File: config.mk
export PLATFORM = sky130hd
export DESIGN_NAME = vmul_seq_ctrl
export DESIGN_NICKNAME = d
export VERILOG_FILES = /design/src/rtl/vmul_pkg.sv /design/src/rtl/mul_array.sv /design/src/rtl/vmul_seq_ctrl.sv
export SDC_FILE = /design/constraint.sdc
export NUM_CORES = 1
export LEC_CHECK = 0
export CAP_MARGIN = 20
export CORE_MARGIN = 2
export CORE_UTILIZATION = 45
export DETAILED_ROUTE_END_ITERATION = 12
export PLACE_DENSITY_LB_ADDON = 0.12
export SLEW_MARGIN = 5
export SYNTH_ARGS = -nofsm -noshare
export SYNTH_HDL_FRONTEND = slang
export SYNTH_SLANG_ARGS = --single-unit
File: constraint.sdc
create_clock -name clk -period 13.1 [get_ports clk]
set_input_delay 1.31 -clock clk [delete_from_list [all_inputs] [get_ports clk]]
set_output_delay 1.31 -clock clk [all_outputs]
set_load 0.02 [all_outputs]
File: src/rtl/vmul_pkg.sv
// Shared encodings for the vector multiply sequencer.
package vmul_pkg;

  // Controller state encoding; 2'd3 is illegal and recovers to IDLE.
  localparam logic [1:0] IDLE = 2'd0;
  localparam logic [1:0] RUN  = 2'd1;
  localparam logic [1:0] DONE = 2'd2;

  typedef enum logic [1:0] {
    S_IDLE = IDLE,
    S_RUN  = RUN,
    S_DONE = DONE
  } state_e;

  // Product half selection.
  localparam logic SEL_LO = 1'b0;
  localparam logic SEL_HI = 1'b1;

endpackage

File: src/rtl/mul_array.sv
// Combinational unsigned WIDTH x WIDTH multiplier producing the full 2*WIDTH product.
// BEHAVIORAL selects a plain '*'; otherwise partial products are summed row by row,
// either with an explicit bit-level ripple-carry adder or with a vector '+'.
module mul_array #(
  parameter int WIDTH        = 8,
  parameter bit BEHAVIORAL   = 1'b0,
  parameter bit RIPPLE_CARRY = 1'b1
) (
  input  logic [WIDTH-1:0]   a,
  input  logic [WIDTH-1:0]   b,
  output logic [2*WIDTH-1:0] product
);

  generate
    if (BEHAVIORAL) begin : g_beh
      assign product = {{WIDTH{1'b0}}, a} * {{WIDTH{1'b0}}, b};
    end else begin : g_arr
      logic [2*WIDTH-1:0] acc;
      logic [2*WIDTH-1:0] pp;
      logic [2*WIDTH-1:0] nxt;
      logic               carry;

      // Shift-and-add array: accumulate one gated partial product per multiplier bit.
      always_comb begin
        acc   = '0;
        pp    = '0;
        nxt   = '0;
        carry = 1'b0;
        for (int i = 0; i < WIDTH; i++) begin
          pp = {{WIDTH{1'b0}}, (a & {WIDTH{b[i]}})} << i;
          if (RIPPLE_CARRY) begin
            carry = 1'b0;
            for (int j = 0; j < 2*WIDTH; j++) begin
              nxt[j] = acc[j] ^ pp[j] ^ carry;
              carry  = (acc[j] & pp[j]) | (carry & (acc[j] ^ pp[j]));
            end
          end else begin
            nxt = acc + pp;
          end
          acc = nxt;
        end
      end

      assign product = acc;
    end
  endgenerate

endmodule

File: src/rtl/vmul_seq_ctrl.sv
// Vector multiply sequencer: walks the elements of a latched operand pair through a
// single shared mul_array, one element per cycle, and presents the assembled result
// vector with a valid/ready handshake.
module vmul_seq_ctrl
  import vmul_pkg::*;
#(
  parameter int WIDTH        = 8,
  parameter int NUM_ELEM     = 4,
  parameter bit BEHAVIORAL   = 1'b0,
  parameter bit RIPPLE_CARRY = 1'b1
) (
  input  logic                      clk,
  input  logic                      rst,
  input  logic                      in_valid,
  output logic                      in_ready,
  input  logic [NUM_ELEM*WIDTH-1:0] in_a,
  input  logic [NUM_ELEM*WIDTH-1:0] in_b,
  input  logic                      in_high,
  input  logic [NUM_ELEM-1:0]       in_mask,
  input  logic [NUM_ELEM*WIDTH-1:0] in_vd_old,
  input  logic                      flush,
  output logic                      out_valid,
  input  logic                      out_ready,
  output logic [NUM_ELEM*WIDTH-1:0] out_result,
  output logic                      busy
);

  localparam int              IDX_W    = $clog2(NUM_ELEM);
  localparam logic [IDX_W-1:0] LAST_IDX = IDX_W'(NUM_ELEM - 1);

  state_e                    state;
  logic [IDX_W-1:0]          idx;
  logic [NUM_ELEM*WIDTH-1:0] a_reg;
  logic [NUM_ELEM*WIDTH-1:0] b_reg;
  logic [NUM_ELEM*WIDTH-1:0] vd_old_reg;
  logic [NUM_ELEM-1:0]       mask_reg;
  logic                      high_reg;
  logic [NUM_ELEM*WIDTH-1:0] work;

  logic [WIDTH-1:0]          elem_a;
  logic [WIDTH-1:0]          elem_b;
  logic [2*WIDTH-1:0]        product;
  logic [WIDTH-1:0]          half;
  logic [WIDTH-1:0]          new_elem;
  logic [NUM_ELEM*WIDTH-1:0] merged;

  // Element-select mux feeding the shared multiplier, half select and mask merge.
  always_comb begin
    elem_a = a_reg[int'(idx)*WIDTH +: WIDTH];
    elem_b = b_reg[int'(idx)*WIDTH +: WIDTH];
    if (high_reg == SEL_HI) begin
      half = product[2*WIDTH-1:WIDTH];
    end else begin
      half = product[WIDTH-1:0];
    end
    if (mask_reg[idx]) begin
      new_elem = half;
    end else begin
      new_elem = vd_old_reg[int'(idx)*WIDTH +: WIDTH];
    end
    merged = work;
    merged[int'(idx)*WIDTH +: WIDTH] = new_elem;
  end

  mul_array #(
    .WIDTH        (WIDTH),
    .BEHAVIORAL   (BEHAVIORAL),
    .RIPPLE_CARRY (RIPPLE_CARRY)
  ) u_mul (
    .a       (elem_a),
    .b       (elem_b),
    .product (product)
  );

  // Controller FSM with registered handshake, busy and result outputs.
  always_ff @(posedge clk or posedge rst) begin
    if (rst) begin
      state      <= S_IDLE;
      idx        <= '0;
      a_reg      <= '0;
      b_reg      <= '0;
      vd_old_reg <= '0;
      mask_reg   <= '0;
      high_reg   <= SEL_LO;
      work       <= '0;
      out_result <= '0;
      out_valid  <= 1'b0;
      busy       <= 1'b0;
      in_ready   <= 1'b0;
    end else begin
      case (state)
        S_IDLE: begin
          out_valid <= 1'b0;
          if (in_valid && in_ready && !flush) begin
            a_reg      <= in_a;
            b_reg      <= in_b;
            vd_old_reg <= in_vd_old;
            mask_reg   <= in_mask;
            high_reg   <= in_high;
            idx        <= '0;
            busy       <= 1'b1;
            in_ready   <= 1'b0;
            state      <= S_RUN;
          end else begin
            busy     <= 1'b0;
            in_ready <= 1'b1;
          end
        end
        S_RUN: begin
          if (flush) begin
            out_valid <= 1'b0;
            busy      <= 1'b0;
            in_ready  <= 1'b1;
            state     <= S_IDLE;
          end else begin
            work <= merged;
            if (idx == LAST_IDX) begin
              // Result is published only when the whole vector is complete.
              out_result <= merged;
              out_valid  <= 1'b1;
              state      <= S_DONE;
            end else begin
              idx <= idx + IDX_W'(1);
            end
          end
        end
        S_DONE: begin
          if (flush || out_ready) begin
            out_valid <= 1'b0;
            busy      <= 1'b0;
            in_ready  <= 1'b1;
            state     <= S_IDLE;
          end else begin
            out_valid <= 1'b1;
          end
        end
        default: begin
          out_valid <= 1'b0;
          busy      <= 1'b0;
          in_ready  <= 1'b0;
          idx       <= '0;
          state     <= S_IDLE;
        end
      endcase
    end
  end

endmodule

==> results of run 1 <==
[cell usage in the layout, fill, tap and decap left out, types with 18 or more instances in the layout]
| cell | n |
|---|---|
| nand2_1 | 62 |
| mux2_2 | 112 |
| ha_1 | 18 |
| mux4_2 | 24 |
| inv_1 | 32 |
| and2_1 | 48 |
| fa_1 | 48 |
| clkdlybuf4s50_1 | 140 |
| a221oi_1 | 24 |
| o21ai_0 | 39 |
| nor2_1 | 56 |
| dfrtp_1 | 171 |
[stage by stage]
| stage | instance area [µm²] | instances | utilization |
|---|---|---|---|
| floorplan | 9205 | 727 | - |
| global placement | 10840 | 1112 | 0.5375 |
| detailed placement | 10840 | 1112 | 0.5375 |
| CTS | 11440 | 1144 | 0.5672 |
| global route | 11480 | 1146 | 0.5693 |
| finish | 11480 | 1146 | 0.5693 |
[worst max-delay path by stage]
stage                             from                         end  slack (ps)  cells past startpoint
floorplan           idx[0]$_DFFE_PP0P_  out_result[14]$_DFFE_PP0P_        2060                     32
global placement    idx[1]$_DFFE_PP0P_  out_result[14]$_DFFE_PP0P_        1700                     30
detailed placement  idx[1]$_DFFE_PP0P_  out_result[14]$_DFFE_PP0P_        1460                     31
CTS                 idx[1]$_DFFE_PP0P_  out_result[14]$_DFFE_PP0P_        1440                     31
global route        idx[1]$_DFFE_PP0P_  out_result[30]$_DFFE_PP0P_        1000                     31
finish              idx[1]$_DFFE_PP0P_  out_result[22]$_DFFE_PP0P_        1480                     31
[worst max-delay path: cells and delay by family (launching register included)]
family | cells | cell delay [ps]
compound gates | 1 | 270
flops | 1 | 870
buf+inv | 5 | 560
simple gates | 2 | 250
mux | 3 | 990
fa+ha+maj | 20 | 8570
[area by class of cell]
cell class,count,area share
tap,270,0.02942
clock buffer,19,0.03857
sequential,172,0.3750
inverter,34,0.01155
clock inverter,13,0.01362
multi-input combinational,490,0.4022
timing repair buffer,148,0.1297
[layer usage]
layer / wire length (µm) / GRT usage / vias up
met5: 0 / 0 / -
met4: 226 / 0.05000 / 0
met3: 978 / 0.04224 / 17
met2: 10000 / 0.3291 / 163
met1: 9802 / 0.2920 / 3150
li1: - / - / 2805
[kinds of logic after synthesis]
| kind of cell | count (synthesis) |
|---|---|
| AO/OA/AOI/OAI | 92 |
| adder cells (fa/ha/maj) | 66 |
| buffers and inverters | 65 |
| flip-flops | 172 |
| multiplexers | 146 |
| AND/OR/NAND/NOR | 186 |
==> summary.txt, run 1 <==
Run status
  – Status: completed

Setup path
  – Slowest CP cell: dfrtp_1
  – Critical path endpoint category: register
  – RR Startpoint: idx[1]$_DFFE_PP0P_
  – CP peak stage delay: 870 ps
  – CP startpoint kind: register
  – Worst r2r dst: out_result[22]$_DFFE_PP0P_
  – Critical path type: reg -> reg
  – R2r setup slk: 1480 ps
  – Top cell by count, worst path: fa_1
  – CP Max Fanout: 14
  – WP data arrival: 11930 ps
  – Critical Path RT: 13410 ps
  – Reg2Reg Depth: 31

Yosys
  – Asr flop ratio synth: 1.000
  – Dominant cell type by area after synthesis: dfrtp_1
  – Mean Syn Cell Area: 12.66 µm²
  – Post-Synth Adder-Cell Area: 0.1289
  – Syn Inst Count: 727
  – YS warnings: 0
  – Most frequent cell after synthesis: dfrtp_1
  – Largest family of logic cells by synthesized area: multiplexers
  – Post-Synth Simple-Gate Area: 0.09787
  – Post-synthesis mux area share: 0.2095
  – Post-synth EDFFs: 0
  – Synth cell types: 39
  – Top area cells in the synthesized netlist: dfrtp_1, mux2_2, fa_1, mux4_2, and2_1
  – Post-synthesis compound-gate area fraction: 0.06552
  – XOR/XNOR share of the synthesized area: 0
  – Syn_nets: 899
  – Synth top cells by count: dfrtp_1, mux2_2, nand2_1, nor2_1
  – Register bit total from synthesis: 172
  – Most used DFF post-synth: dfrtp_1
  – Synth top area share: 0.4676
  – Synthesized cell area: 0.009205 mm²
  – Sequential share of the synthesized area: 0.4676

Route
  – Vias per inst: 5.353
  – DR pass1 iterations: 5
  – Post-route ant nets: 0
  – Via count: 6135
  – DRT iter0 DRCs: 426
  – Wire length per cell: 18.33 µm
  – Routed WL: 21010 µm
  – DRC Markers: 0

Timing
  – Setup WS post-layout: 1485 ps
  – Period utilization: 0.8867
  – Max Slew Vio Count: 0
  – Fin Hold WS: 481.0 ps
  – Setup Skew: 12.18 ps
  – Tmin final: 11620 ps
  – FMAX: 86.09 MHz
  – RSZ-0062 raised after global routing: false
  – Final number of hold-violating endpoints: 0
  – Fin Setup TNS: 0 ps
  – Worst-margin pin slew: 988.9 ps
  – Final setup viols: 0
  – Rel. slew slack: 0.3394

Clocking
  – H-tree depth: 4
  – Hold buffers post-CTS: 0
  – TritonCTS clock tree: built
  – Worst-Skew Late Latency: 430 ps
  – Worst-path clk slew: 70 ps
  – Post-CTS setup buffer count: 0
  – Clk Tree Root Cell: clkbuf_16
  – CTS buffer count: 17
  – Clk sinks: 172
  – Cts repair resizes: 0
  – Clk buf depth: 2

Global route
  – Initial antenna violation count: 0
  – Global route overflow: 0
  – First-pass GRT wire length: 34510 µm
  – GRT Overall Usage: 0.2057
  – Vias in the first global route: 6605
  – Largest net degree at the start of global routing: 98

Worst hold path
  – Worst Min Path Start: work[24]$_DFFE_PP0P_
  – WHS Path Cells: 2
  – Worst hold path type: reg -> reg
  – Hold endpoint: work[24]$_DFFE_PP0P_

Die
  – Die area: 0.02162 mm²
  – Starting Density: 0.4564
  – Io pins: 141
  – Core Region: 0.02017 mm²
  – Chip height: 147.0 µm
  – FP Rows: 52
  – Die Width: 147.0 µm

Layout
  – Number of nets in the layout: 1035
  – Area of the multi-input gates: 0.004618 mm²
  – Area grow syn2layout: 24.74%
  – Storage cell area: 0.004305 mm²
  – Antenna cells: 0
  – Fraction of layout cells with a size suffix above 1: 0.2100
  – Fillers: 1655

Placement
  – Final HPWL DP: 15610 µm
  – GPL Wtd Cong: 0.8474
  – Port buffer count: 140
  – Post-Place Setup Slack: 1462 ps

Run
  – Maxcap violations: 0
Power of run 1 is not shown: default switching activity piles up to over one toggle a cycle in this logic, so the estimate is an artifact.
==> run 2, diff against run 1 <==
--- a/config.mk
+++ b/config.mk
@@ -9,7 +9,7 @@
 export CORE_MARGIN = 2
 export CORE_UTILIZATION = 45
 export DETAILED_ROUTE_END_ITERATION = 12
-export PLACE_DENSITY_LB_ADDON = 0.12
+export PLACE_DENSITY = 0.79
 export SLEW_MARGIN = 5
 export SYNTH_ARGS = -nofsm -noshare
 export SYNTH_HDL_FRONTEND = slang
==> summary.txt, run 2 (same netlist as run 1, synthesis figures left out) <==
Run status
  – Status: completed

Die
  – Starting Density: 0.4564 (unchanged)
  – Core Region: 0.02017 mm² (unchanged)
  – Die area: 0.02162 mm² (unchanged)
  – FP Rows: 52 (unchanged)
  – Die Width: 147.0 µm (unchanged)
  – Chip height: 147.0 µm (unchanged)
  – Io pins: 141 (unchanged)

Timing
  – RSZ-0062 raised after global routing: false
  – Period utilization: 0.8863 (about the same)
  – Setup Skew: 10.30 ps (-1.881 ps)
  – Max Slew Vio Count: 0 (unchanged)
  – FMAX: 86.13 MHz (about the same)
  – Final number of hold-violating endpoints: 0 (unchanged)
  – Tmin final: 11610 ps (-5.480 ps)
  – Final setup viols: 0 (unchanged)
  – Worst-margin pin slew: 961.0 ps (-27.92 ps)
  – Rel. slew slack: 0.3594 (+0.01997)
  – Fin Setup TNS: 0 ps (unchanged)

Clocking
  – Cts repair resizes: 0 (unchanged)
  – Hold buffers post-CTS: 0 (unchanged)
  – Post-CTS setup buffer count: 0 (unchanged)
  – CTS buffer count: 17 (unchanged)
  – Clk buf depth: 2 (unchanged)
  – TritonCTS clock tree: built
  – H-tree depth: 4 (unchanged)
  – Worst-path clk slew: 70 ps (about the same)
  – Worst-Skew Late Latency: 440 ps (about the same)
  – Clk Tree Root Cell: clkbuf_16
  – Clk sinks: 172 (unchanged)

Setup path
  – RR Startpoint: idx[1]$_DFFE_PP0P_
  – Slowest CP cell: dfrtp_1
  – CP Max Fanout: 19 (+5)
  – Critical path endpoint category: register
  – CP peak stage delay: 960 ps (+90 ps)
  – Worst r2r dst: out_result[30]$_DFFE_PP0P_
  – Reg2Reg Depth: 30 (-3.2%)
  – WP data arrival: 11930 ps (about the same)
  – Top cell by count, worst path: fa_1
  – Critical Path RT: 13420 ps (about the same)
  – Critical path type: reg -> reg
  – R2r setup slk: 1490 ps (about the same)
  – CP startpoint kind: register

Global route
  – GRT Overall Usage: 0.2012 (-0.004456)
  – Global route overflow: 0 (unchanged)
  – Initial antenna violation count: 0 (unchanged)
  – First-pass GRT wire length: 33890 µm (-1.8%)
  – Largest net degree at the start of global routing: 90 (-8.2%)
  – Vias in the first global route: 6505 (-1.5%)

Layout
  – Antenna cells: 0 (unchanged)
  – Most common cell after layout, fill and taps aside: dfrtp_1
  – Most frequent cells in the layout: dfrtp_1, clkdlybuf4s50_1, mux2_2, nand2_1, nor2_1
  – Design Area, Final: 0.01148 mm² (about the same)
  – Area grow syn2layout: 24.72% (about the same)
  – Number of nets in the layout: 1036 (+0.097%)
  – Fraction of layout cells with a size suffix above 1: 0.2121 (+0.002041)
  – Post-Layout Cell Count: 1147 (+0.087%)

Placement
  – Placement Cell Area: 0.01088 mm² (+0.32%)
  – Port buffer count: 140 (unchanged)
  – Placed Instances: 1114 (+0.18%)
  – GPL Wtd Cong: 0.8287 (-2.2%)
  – Final HPWL DP: 15050 µm (-3.5%)

Route
  – DRT iter0 DRCs: 454 (+6.6%)
  – Routed WL: 20470 µm (-2.6%)
  – Via count: 6202 (+1.1%)
  – DRC Markers: 0 (unchanged)
  – DR pass1 iterations: 5 (unchanged)
  – Wire length per cell: 17.85 µm (-2.6%)
  – Vias per inst: 5.407 (+1.0%)
  – Post-route ant nets: 0 (unchanged)

Worst hold path
  – Hold endpoint: work[20]$_DFFE_PP0P_
  – Worst hold path type: reg -> reg
  – Worst Min Path Start: work[20]$_DFFE_PP0P_
  – WHS Path Cells: 2 (unchanged)

Run
  – Maxcap violations: 0 (unchanged)
[run 2: cell count changes in the layout (fill, tap and decap cells not counted), sizes merged]
cell / change
bufinv: -2
clkinv: +2
clkinvlp: -2
inv: +2
buf: +1
[run 2: through the flow]
step / hold slack (ps) / util / setup WS [ps]
4_1_cts: 486.7 / 0.5679 / 1477
5_1_grt: 512.7 / 0.5692 / 1079
3_5_place_dp: 470.4 / 0.5392 / 1490
2_1_floorplan: 441.9 / - / 2060
3_3_place_gp: 454.6 / 0.5378 / 1665
6_report: 483.0 / 0.5692 / 1490
[run 2: final cells by class]
class	instances	area (µm²)
fillers	1683	8688
multi-input cells	490	4618
flip-flops and latches	172	4305
repair buffers	149	1509
clock buffers	19	452.9
well taps	270	337.8
inverters	34	132.6
clock inverters	13	125.1
[run 2: critical path: cells and delay by family (launching register included)]
kind                     cells  cell delay [ps]
multiplexers                 3             1260
adder cells (fa/ha/maj)     20             8460
AND/OR/NAND/NOR              2              270
buffers and inverters        4              240
AO/OA/AOI/OAI                1              270
flip-flops                   1              960
[run 2: worst max-delay path by stage]
stage	start	to	cells after the start	slack [ps]
6_report	idx[1]$_DFFE_PP0P_	out_result[30]$_DFFE_PP0P_	30	1490
5_1_grt	idx[1]$_DFFE_PP0P_	out_result[30]$_DFFE_PP0P_	30	1080
4_1_cts	idx[1]$_DFFE_PP0P_	out_result[30]$_DFFE_PP0P_	30	1480
3_5_place_dp	idx[1]$_DFFE_PP0P_	out_result[30]$_DFFE_PP0P_	30	1490
3_3_place_gp	idx[1]$_DFFE_PP0P_	out_result[14]$_DFFE_PP0P_	30	1660
2_1_floorplan	idx[0]$_DFFE_PP0P_	out_result[14]$_DFFE_PP0P_	32	2060
[run 2: layer usage]
| metal | routed length [µm] | vias up | track usage |
|---|---|---|---|
| met5 | 0 | - | 0 |
| met4 | 469 | 0 | 0.07115 |
| met3 | 1064 | 30 | 0.04379 |
| met2 | 9992 | 197 | 0.3275 |
| met1 | 8946 | 3166 | 0.2698 |
| li1 | - | 2809 | - |
Power of run 2 is left out for the same reason.
==> run 3, diff against run 2 <==
--- a/config.mk
+++ b/config.mk
@@ -9,7 +9,7 @@
 export CORE_MARGIN = 2
 export CORE_UTILIZATION = 45
 export DETAILED_ROUTE_END_ITERATION = 12
-export PLACE_DENSITY = 0.79
+export PLACE_DENSITY = 0.81
 export SLEW_MARGIN = 5
 export SYNTH_ARGS = -nofsm -noshare
 export SYNTH_HDL_FRONTEND = slang
==> summary.txt, run 3 (same netlist as run 1, synthesis figures left out) <==
Run status
  – Status: completed

Timing
  – Tmin final: 11710 ps (+103.7 ps)
  – RSZ-0062 raised after global routing: false
  – FMAX: 85.37 MHz (-0.89%)
  – Rel. slew slack: 0.3290 (-0.03037)
  – Setup Skew: 14.95 ps (+4.655 ps)
  – Max Slew Vio Count: 0 (unchanged)
  – Period utilization: 0.8942 (+0.007914)
  – Final number of hold-violating endpoints: 0 (unchanged)
  – Final setup viols: 0 (unchanged)
  – Fin Setup TNS: 0 ps (unchanged)
  – Worst-margin pin slew: 1004 ps (+43.48 ps)

Setup path
  – Crit path buffers/inverters: 4 (unchanged)
  – CP startpoint kind: register
  – Critical Path RT: 13410 ps (about the same)
  – Slowest CP cell: dfrtp_1
  – Kind of cell adding the most delay to the critical path: adder cells
  – Top cell by count, worst path: fa_1
  – CP Max Fanout: 16 (-3)
  – Critical path endpoint category: register
  – CP peak stage delay: 900 ps (-60 ps)
  – WP data arrival: 12020 ps (+90 ps)
  – Critical path type: reg -> reg

Clocking
  – Cts repair resizes: 0 (unchanged)
  – Clk Tree Root Cell: clkbuf_16
  – Clk buf depth: 2 (unchanged)
  – Hold buffers post-CTS: 0 (unchanged)
  – Worst-Skew Late Latency: 430 ps (about the same)
  – Clk sinks: 172 (unchanged)
  – H-tree depth: 4 (unchanged)
  – Worst-path clk slew: 70 ps (about the same)
  – TritonCTS clock tree: built
  – CTS buffer count: 17 (unchanged)
  – Post-CTS setup buffer count: 0 (unchanged)

Placement
  – Port buffer count: 140 (unchanged)
  – Final HPWL DP: 14840 µm (-1.4%)
  – GPL Wtd Cong: 0.8657 (+4.5%)
  – Placed Instances: 1114 (unchanged)

Route
  – Routed WL: 20250 µm (-1.1%)
  – WL met1: 8737 µm (-2.3%)
  – Highest Signal Layer: met4
  – DRT iter0 DRCs: 387 (-15%)
  – Via count: 6199 (-0.048%)
  – DRC Markers: 0 (unchanged)
  – Routed wl met2: 10100 µm (+1.1%)
  – Met3 WL: 1076 µm (+1.1%)
  – Vias per inst: 5.409 (about the same)
  – DR pass1 iterations: 6 (+1)
  – Post-route ant nets: 0 (unchanged)
  – Wire length per cell: 17.67 µm (-1.0%)

Worst hold path
  – Worst hold path type: reg -> reg

Layout
  – Post-Layout Cell Count: 1146 (-0.087%)
  – Fraction of layout cells with a size suffix above 1: 0.2112 (-0.0008994)
  – Most common cell after layout, fill and taps aside: dfrtp_1
  – Storage cell area: 0.004305 mm² (unchanged)
  – Antenna cells: 0 (unchanged)
  – Area of the multi-input gates: 0.004618 mm² (unchanged)
  – Number of nets in the layout: 1036 (unchanged)
  – Fillers: 1640 (-2.6%)
  – Area grow syn2layout: 25.27%
  – Most frequent cells in the layout: dfrtp_1, clkdlybuf4s50_1, mux2_2, nand2_1, nor2_1

Die
  – FP Rows: 52 (unchanged)
  – Core Region: 0.02017 mm² (unchanged)
  – Die Width: 147.0 µm (unchanged)
  – Io pins: 141 (unchanged)
  – Starting Density: 0.4564 (unchanged)
  – Chip height: 147.0 µm (unchanged)
  – Die area: 0.02162 mm² (unchanged)

Global route
  – Initial antenna violation count: 0 (unchanged)
  – First-pass GRT wire length: 34070 µm (+0.53%)
  – Largest net degree at the start of global routing: 88 (-2.2%)
  – Global route overflow: 0 (unchanged)
  – Vias in the first global route: 6601 (+1.5%)
  – GRT Overall Usage: 0.2002 (-0.001001)

Run
  – Maxcap violations: 0 (unchanged)
run 3: path summary, 6_finish.rpt:
| check | startpoint | endpoint | slack [ps] | cells past startpoint |
|---|---|---|---|---|
| min in group asynchronous | rst | b_reg[13]$_DFFE_PP0P_ | 1400 | 2 |
| max reg2reg | idx[1]$_DFFE_PP0P_ | out_result[14]$_DFFE_PP0P_ | 1390 | 30 |
| min | work[23]$_DFFE_PP0P_ | work[23]$_DFFE_PP0P_ | 480 | 2 |
| min reg2reg | work[23]$_DFFE_PP0P_ | work[23]$_DFFE_PP0P_ | 480 | 2 |
| max | idx[1]$_DFFE_PP0P_ | out_result[14]$_DFFE_PP0P_ | 1390 | 30 |
| max in group asynchronous | rst | vd_old_reg[29]$_DFFE_PP0P_ | 10560 | 4 |
run 3: routing by layer:
| layer | track usage | vias up |
|---|---|---|
| met5 | 0 | - |
| met1 | 0.2696 | 3145 |
| met4 | 0.06442 | 0 |
| met2 | 0.3298 | 208 |
| met3 | 0.04037 | 27 |
| li1 | - | 2819 |
run 3: through the flow:
| step | hold slack, ps | area, µm² | setup WS, ps | utilization |
|---|---|---|---|---|
| 5_1_grt | 506.7 | 11530 | 919.6 | 0.5717 |
| 2_1_floorplan | 441.9 | 9205 | 2060 | - |
| 3_3_place_gp | 456.2 | 10850 | 1744 | 0.5378 |
| 6_report | 480.9 | 11530 | 1386 | 0.5717 |
| 4_1_cts | 484.9 | 11500 | 1354 | 0.5703 |
| 3_5_place_dp | 469.2 | 10880 | 1403 | 0.5392 |
run 3: area by class of cell:
class	count	share of cell area
Sequential cell	172	0.3734
Clock buffer	17	0.03689
Multi-Input combinational cell	490	0.4005
Inverter	34	0.01150
Clock inverter	14	0.01758
Tap cell	270	0.02930
Timing Repair Buffer	149	0.1309
run 3: tightest hold or removal path, cell delays in order, from the launching register on:
cell and delay, ps:
dfrtp_1 350, nand2_1 50, o21ai_0 60
Power of run 3 is left out for the same reason.
